[src/rtl/pulse_handshake_tx.sv]
// pulse_handshake_tx
// Sends single-cycle events from the clk_dst domain to a far domain with a
// four-phase req/ack handshake. The returning ack_in level is resynchronised
// through SYNC_STAGES flops before the FSM uses it.
//
// Build option: define PULSE_HANDSHAKE_TX_QUEUE_EN to build the pending-event
// counter. The counter holds events that arrive while a handshake is in
// flight and saturates rather than wrapping. Without the macro, pending is
// tied to zero and any event that arrives while busy is dropped.
//
// SYNC_STAGES legal range is 2..4.
module pulse_handshake_tx #(
    parameter int SYNC_STAGES = 2,
    parameter int CNT_W       = 4
) (
    input  logic             clk_dst,
    input  logic             reset_n,
    input  logic             pulse_in,
    input  logic             ack_in,
    output logic             req_out,
    output logic             busy,
    output logic             drop,
    output logic [CNT_W-1:0] pending
);

    typedef enum logic [1:0] {
        IDLE   = 2'd0,
        REQ_HI = 2'd1,
        REQ_LO = 2'd2
    } state_t;

    state_t                 state;
    state_t                 state_nxt;
    logic [SYNC_STAGES-1:0] ack_sync;
    logic                   ack_s;
    logic                   launch;
    logic                   drop_nxt;

    assign ack_s = ack_sync[SYNC_STAGES-1];
    assign busy  = (state != IDLE);

    // Resynchronise the far-domain acknowledge level
    always_ff @(posedge clk_dst or negedge reset_n) begin
        if (!reset_n) begin
            ack_sync <= '0;
        end else begin
            ack_sync <= {ack_sync[SYNC_STAGES-2:0], ack_in};
        end
    end

`ifdef PULSE_HANDSHAKE_TX_QUEUE_EN
    localparam logic [CNT_W-1:0] PEND_MAX = '1;

    logic             from_pend;
    logic             take_pulse;
    logic             queue_pulse;
    logic [CNT_W-1:0] pending_nxt;

    // Launch arbitration and pending-counter update; queued events win over
    // a new pulse, and a pulse that is not launched goes into the queue
    always_comb begin
        pending_nxt = pending;
        drop_nxt    = 1'b0;
        from_pend   = (state == IDLE) && (pending != '0);
        take_pulse  = (state == IDLE) && (pending == '0) && pulse_in;
        launch      = from_pend || take_pulse;
        queue_pulse = pulse_in && !take_pulse;
        if (queue_pulse && from_pend) begin
            // one slot freed by the launch, one taken by the new pulse
            pending_nxt = pending;
        end else if (queue_pulse) begin
            if (pending == PEND_MAX) begin
                drop_nxt = 1'b1;
            end else begin
                pending_nxt = pending + CNT_W'(1);
            end
        end else if (from_pend) begin
            pending_nxt = pending - CNT_W'(1);
        end
    end

    // Pending-event counter
    always_ff @(posedge clk_dst or negedge reset_n) begin
        if (!reset_n) begin
            pending <= '0;
        end else begin
            pending <= pending_nxt;
        end
    end
`else
    // Without a queue, only a pulse in IDLE launches; anything else is lost
    always_comb begin
        launch   = (state == IDLE) && pulse_in;
        drop_nxt = pulse_in && (state != IDLE);
    end

    assign pending = '0;
`endif

    // Four-phase handshake next-state logic; ack_s seen in IDLE is ignored
    always_comb begin
        state_nxt = state;
        case (state)
            IDLE:    if (launch) state_nxt = REQ_HI;
            REQ_HI:  if (ack_s)  state_nxt = REQ_LO;
            REQ_LO:  if (!ack_s) state_nxt = IDLE;
            default: state_nxt = IDLE;
        endcase
    end

    // State register plus registered req_out and drop outputs
    always_ff @(posedge clk_dst or negedge reset_n) begin
        if (!reset_n) begin
            state   <= IDLE;
            req_out <= 1'b0;
            drop    <= 1'b0;
        end else begin
            state   <= state_nxt;
            req_out <= (state_nxt == REQ_HI);
            drop    <= drop_nxt;
        end
    end

endmodule
[config.mk]
export PLATFORM = sky130hd
export DESIGN_NAME = pulse_handshake_tx
export DESIGN_NICKNAME = d
export VERILOG_FILES = /design/src/rtl/pulse_handshake_tx.sv
export SDC_FILE = /design/constraint.sdc
export NUM_CORES = 1
export LEC_CHECK = 0
export BUFFER_PORTS_ARGS = -buffer_cell sky130_fd_sc_hd__clkbuf_2
export CAP_MARGIN = 0
export CORE_AREA = 4 4 41 43
export CTS_CLUSTER_SIZE = 16
export DETAILED_ROUTE_END_ITERATION = 12
export DIE_AREA = 0 0 45 47
export GPL_TIMING_DRIVEN = 0
export RECOVER_POWER = 50
export SYNTH_ARGS = -nofsm -noshare
export SYNTH_HDL_FRONTEND = slang
export SYNTH_SLANG_ARGS = --single-unit
[constraint.sdc]
create_clock -name clk_dst -period 1.1 [get_ports clk_dst]
set_input_delay 0.055 -clock clk_dst [delete_from_list [all_inputs] [get_ports clk_dst]]
set_output_delay 0.055 -clock clk_dst [all_outputs]
set_load 0.03 [all_outputs]
==> flow_metrics.py, run 1 <==
metrics = {
    "run_status": {
        "status": "finished clean",
    },
    "sta": {
        "final-max-slew-violation-count": 0,
        "post-route-min-period_ns": 1.06,
        "worst_slack_ns": 0.0430,
        "rsz0062_at_grt": "yes",
        "clock.fmax_mhz": 946,
        "clock_skew_ns": 0.00394,
        "setup_viol": 0,
        "tns_ns": 0,
        "period_share_pct": 96.1,
        "hold_viol": 0,
    },
    "final_layout": {
        "syn_to_final_growth_pct": 54.5,
        "seq_area_um2": 150,
        "fill_cells": 149,
        "instances_no_fill": 50,
        "fin_nets": 41,
        "mostFrequentLayoutCells": "buf_4 (6), dfrtp_1 (6), conb_1 (4), clkbuf_2 (4), clkbuf_4 (3)",
        "fin_area_um2": 365,
        "multiInputGateArea_um2": 70.1,
        "drive_above_1_share_pct": 45.7,
        "diodes": 0,
    },
    "critical_path": {
        "cp-start-kind": "register",
        "cp-end-kind": "primary output",
        "critPathRequiredTime_ns": 1.04,
        "cp.arrival_ns": 1.00,
        "criticalPathCategory": "register to primary output",
        "crit_fanout": 2,
    },
    "power_and_ir_drop": {
        "vdd_drop_max_mv": 0.851,
        "power_leakage_nw": 0.192,
        "power_density_nw_per_um2": 2740,
        "power.total_mw": 0.999,
    },
    "global_route": {
        "grt_pass1_wl_um": 621,
        "grt_max_degree": 7,
        "grt_pass1_vias": 159,
        "grt_usage_pct": 5.01,
        "antenna_found_initial": 0,
        "grt_overflow_total": 0,
    },
    "routing": {
        "vias": 160,
        "drt_iter0_drc": 3,
        "ant_nets": 0,
        "drt-total-wl_um": 363,
        "drc": 0,
        "avgRoutedWirePerCell_um": 7.26,
        "drtPass1Iterations": 2,
        "via_per_inst": 3.20,
    },
    "floorplan": {
        "core-area_um2": 1300,
        "die_x_um": 45,
        "rows": 13,
        "initial_core_util_pct": 18.2,
        "dieArea_um2": 2120,
        "die_y_um": 47,
        "ioPinCount": 11,
    },
    "placement": {
        "placed_area_um2": 297,
        "finalWeightedCongestion": 0.570,
        "dp_cells": 43,
        "pre_cts_ws_ns": 0.182,
        "numPortBuffers": 6,
    },
    "cts": {
        "cts_buffers": 3,
        "clk_path_buf_depth": 2,
        "htreeDepth": 1,
        "cts_root_buf": "clkbuf_4",
        "tritoncts": "done",
        "cts_sinks": 6,
        "clkTransAtPathRegs_ns": 0.04,
        "clkLatencyLatePin_ns": 0.24,
    },
    "synth": {
        "syn_inst": 19,
        "ys_seq_area_share_pct": 63.5,
        "ys_seq_elements": 6,
        "syn-cell-area_um2": 236,
        "ys_warn_count": 0,
        "syn_avg_cell_area_um2": 12.4,
        "synth_cell_types": 9,
    },
    "job": {
        "cap_violations": 0,
    },
    "min_path": {
        "hp-class": "input port to register",
    },
}
[worst max-delay path, stage by stage, from the launching register on]
cell	delay, ns
dfrtp_1	0.37
or2_4	0.26
buf_8	0.14
[sequential cells by signal (all words and copies together) (netlist names)]
name,cells
state,2
ack_sync,2
req_out,1
drop,1
[power by group]
part           switching, mW  internal (mW)  total, mW  leakage (nW)
Clock                 0.0706          0.123      0.193        0.0138
Combinational          0.246          0.240      0.486         0.104
Sequential            0.0286          0.292      0.320        0.0741
[final timing paths]
path,cells past startpoint,slack (ns),from,to
worst min register to register,0,0.34,ack_sync[0]$_DFF_PN0_,ack_sync[1]$_DFF_PN0_
worst max-delay path,2,0.04,state[0]$_DFF_PN0_,busy
max in group asynchronous,2,0.65,reset_n,state[0]$_DFF_PN0_
worst max register to register,3,0.17,state[1]$_DFF_PN0_,state[1]$_DFF_PN0_
min in group asynchronous,2,0.21,reset_n,state[1]$_DFF_PN0_
worst min-delay path,2,0.05,pulse_in,drop$_DFF_PN0_
[stage by stage]
stage	hold slack, ns	utilization, %
after floorplan	-0.241	-
after global placement	-0.114	22.8
after detailed placement	-0.114	22.8
after CTS	0.0495	27.9
after global routing	0.0376	28.1
final	0.0528	28.1
[cell families (layout without fill, tap and decap cells)]
group,count (synthesis),count (layout),share of synthesized area [%]
other,1,4,1.59
flip-flops,6,6,63.5
AO/OA/AOI/OAI,2,2,4.23
AND/OR/NAND/NOR,5,5,14.3
buffers and inverters,4,17,12.7
XOR/XNOR,1,1,3.70
[cell type report]
type                            instances  area share (%)
Timing Repair Buffer                   10            20.2
Sequential cell                         6            41.1
Buffer                                  4            8.22
Tap cell                               15            5.14
Clock buffer                            3            6.16
Multi-Input combinational cell         12            19.2
[what timing repair did]
item / 4_1_cts / 5_1_grt
gates resized for setup: 2 / 2
setup buffers: 2 / 0
setup endpoints to repair: 1 / 1
pin swaps: 0 / 1
hold buffers: 2 / 0
hold endpoints to repair: 7 / 0
[cells in the mapped netlist (all sizes together)]
cell type  n  area share [%]
and2       2             6.4
a21oi      2             4.2
dfrtp      6              63
conb       1             1.6
buf        4              13
xor2       1             3.7
or2        1             2.6
nand2b     2             5.3
[metal layers]
layer | part of all wire, % | GRT usage [%]
met4 | 0 | 3.51
met5 | 0 | 0
met1 | 39 | 4.64
met2 | 42 | 5.37
met3 | 19 | 6.90
(Power assumes the default switching activity.)
==> inputs of run 2 (changes only) <==
ABC_AREA = 1   (was not set)
==> flow_metrics.py, run 2 <==
metrics = {
    "critical_path": {
        "timing.rr.start": "state[0]$_DFF_PN0_",
        "cp.arrival_ns": 0.98,
        "r2r_slack_ns": 0.30,
        "cp-start-kind": "register",
        "critPathRequiredTime_ns": 1.04,
        "criticalPathCategory": "register to primary output",
        "cp-end-kind": "primary output",
        "r2r_cells": 3,
        "rr_endpoint": "state[1]$_DFF_PN0_",
        "crit_fanout": 4,
    },
    "power_and_ir_drop": {
        "power_density_nw_per_um2": 2570,
        "vdd_drop_max_mv": 1.09,
        "power.total_mw": 0.934,
        "power_leakage_nw": 0.201,
    },
    "synth": {
        "yosys.area.top_type": "dfrtp_1",
        "syn_avg_cell_area_um2": 9.70,
        "synth_flop_cell": "dfrtp_1",
        "synth_edf_count": 0,
        "yosys.area.top_type_share_pct": 64.5,
        "ys_seq_area_share_pct": 64.5,
        "ys_async_sr_fraction_pct": 100,
        "syn-cell-area_um2": 233,
        "syn_inst": 24,
        "synth_cell_types": 6,
        "synth.area.top_cells": "dfrtp_1 (65%), buf_4 (13%), nor2_1 (9.7%)",
        "ys_seq_elements": 6,
        "yosys-top-cells-count": "dfrtp_1 (6), nor2_1 (6), buf_4 (4), nand2_1 (4), inv_1 (3)",
        "ys_warn_count": 0,
    },
    "final_layout": {
        "fin_nets": 46,
        "diodes": 0,
        "fin_util_pct": 27.9,
        "drive_above_1_share_pct": 37.5,
        "syn_to_final_growth_pct": 55.9,
        "mostFrequentLayoutCells": "buf_4 (6), dfrtp_1 (6), nor2_1 (5)",
        "fill_cells": 151,
        "top_regs": "ack_sync (2), state (2)",
    },
    "sta": {
        "post-route-min-period_ns": 1.04,
        "period_share_pct": 94.3,
        "tns_ns": 0,
        "final-max-slew-violation-count": 0,
        "hold_viol": 0,
        "setup_viol": 0,
        "clock_skew_ns": 0.00565,
        "clock.fmax_mhz": 964,
        "rsz0062_at_grt": "no",
    },
    "cts": {
        "htreeDepth": 1,
        "cts_sinks": 6,
        "cts_root_buf": "clkbuf_4",
        "clkLatencyLatePin_ns": 0.24,
        "cts_buffers": 3,
        "tritoncts": "done",
        "clkTransAtPathRegs_ns": 0.05,
        "clk_path_buf_depth": 2,
    },
    "run_status": {
        "status": "finished clean",
    },
    "placement": {
        "numPortBuffers": 6,
        "finalWeightedCongestion": 0.589,
    },
    "global_route": {
        "grt_pass1_vias": 125,
        "grt_pass1_wl_um": 510,
        "grt_overflow_total": 0,
        "grt_max_degree": 7,
        "grt_usage_pct": 4.06,
        "antenna_found_initial": 0,
    },
    "routing": {
        "avgRoutedWirePerCell_um": 6.65,
        "drt-total-wl_um": 366,
        "wl_met1_um": 141,
        "dr_wl_met3_um": 68,
        "via_per_inst": 3.09,
        "ant_nets": 0,
        "wl_met2_um": 155,
        "drtPass1Iterations": 2,
        "top_layer_used": "met3",
        "drc": 0,
        "drt_iter0_drc": 2,
        "vias": 170,
    },
    "min_path": {
        "min_delay_path_depth": 3,
        "hp-class": "input port to register",
        "hold_end": "drop$_DFF_PN0_",
        "hp-start": "pulse_in",
    },
    "floorplan": {
        "die_y_um": 47,
        "dieArea_um2": 2120,
        "rows": 13,
        "core-area_um2": 1300,
        "ioPinCount": 11,
        "die_x_um": 45,
        "initial_core_util_pct": 17.9,
    },
    "job": {
        "cap_violations": 0,
    },
}
[run 2: changes by cell type after synthesis]
cell / previous run / this run
nand2b_1: 2 / 0
xor2_1: 1 / 0
inv_1: 0 / 3
a21oi_1: 2 / 0
and2_4: 1 / 0
nand2_1: 0 / 4
nor2_1: 0 / 6
and2_1: 1 / 0
or2_1: 1 / 0
[run 2: worst max-delay path: stages (launching register included)]
cell,delay (ns)
dfrtp_1,0.42
nor2_4,0.14
inv_1,0.05
buf_6,0.13
[run 2: final cells by class]
cell class	count	area (um2)	area share, %
Inverter	3	11.3	3.10
Buffer	4	30.0	8.28
Clock buffer	3	22.5	6.21
Timing Repair Buffer	10	70.1	19.3
Sequential cell	6	150	41.4
Multi-Input combinational cell	14	60.1	16.6
Tap cell	15	18.8	5.17
[run 2: cells by family (layout without fill, tap and decap cells)]
kind of cell | after synthesis | count (layout) | synth area share (%)
AND/OR/NAND/NOR | 10 | 10 | 16.1
buffers and inverters | 7 | 20 | 17.7
flip-flops | 6 | 6 | 64.5
other | 1 | 4 | 1.61
[run 2: power by group]
part	leakage [nW]	internal [mW]	total [mW]	switching (mW)
Sequential	0.0730	0.287	0.342	0.0543
Combinational	0.114	0.174	0.397	0.223
Clock	0.0138	0.123	0.195	0.0724
[run 2: worst max-delay path by stage]
stage,start,cells after the start,endpoint
after global placement,state[1]$_DFF_PN0_,3,busy
after global routing,state[0]$_DFF_PN0_,3,busy
after floorplan,state[0]$_DFF_PN0_,2,busy
after CTS,state[1]$_DFF_PN0_,3,busy
after detailed placement,state[1]$_DFF_PN0_,3,busy
final,state[0]$_DFF_PN0_,3,busy
[run 2: stage by stage]
stage,hold WS (ns),instance area [um2],worst slack [ns],cells
2_1_floorplan,-0.241,244,0.359,27
3_3_place_gp,-0.110,293,0.251,48
3_5_place_dp,-0.109,293,0.231,48
4_1_cts,0.00924,338,0.00365,53
5_1_grt,0.00878,363,0.00739,55
6_report,0.0140,363,0.0627,55
[run 2: repair_timing]
item	CTS	global route
endpoints found under the hold margin	7	0
gates resized for setup	1	5
setup buffers	0	2
pin swaps	0	1
endpoints found under the setup margin	1	1
hold buffers	2	0
[run 2: per-layer routing]
metal	vias up	global-route usage [%]
met3	0	5.75
met1	67	3.25
met2	11	5.37
met4	0	1.75
li1	92	-
met5	-	0
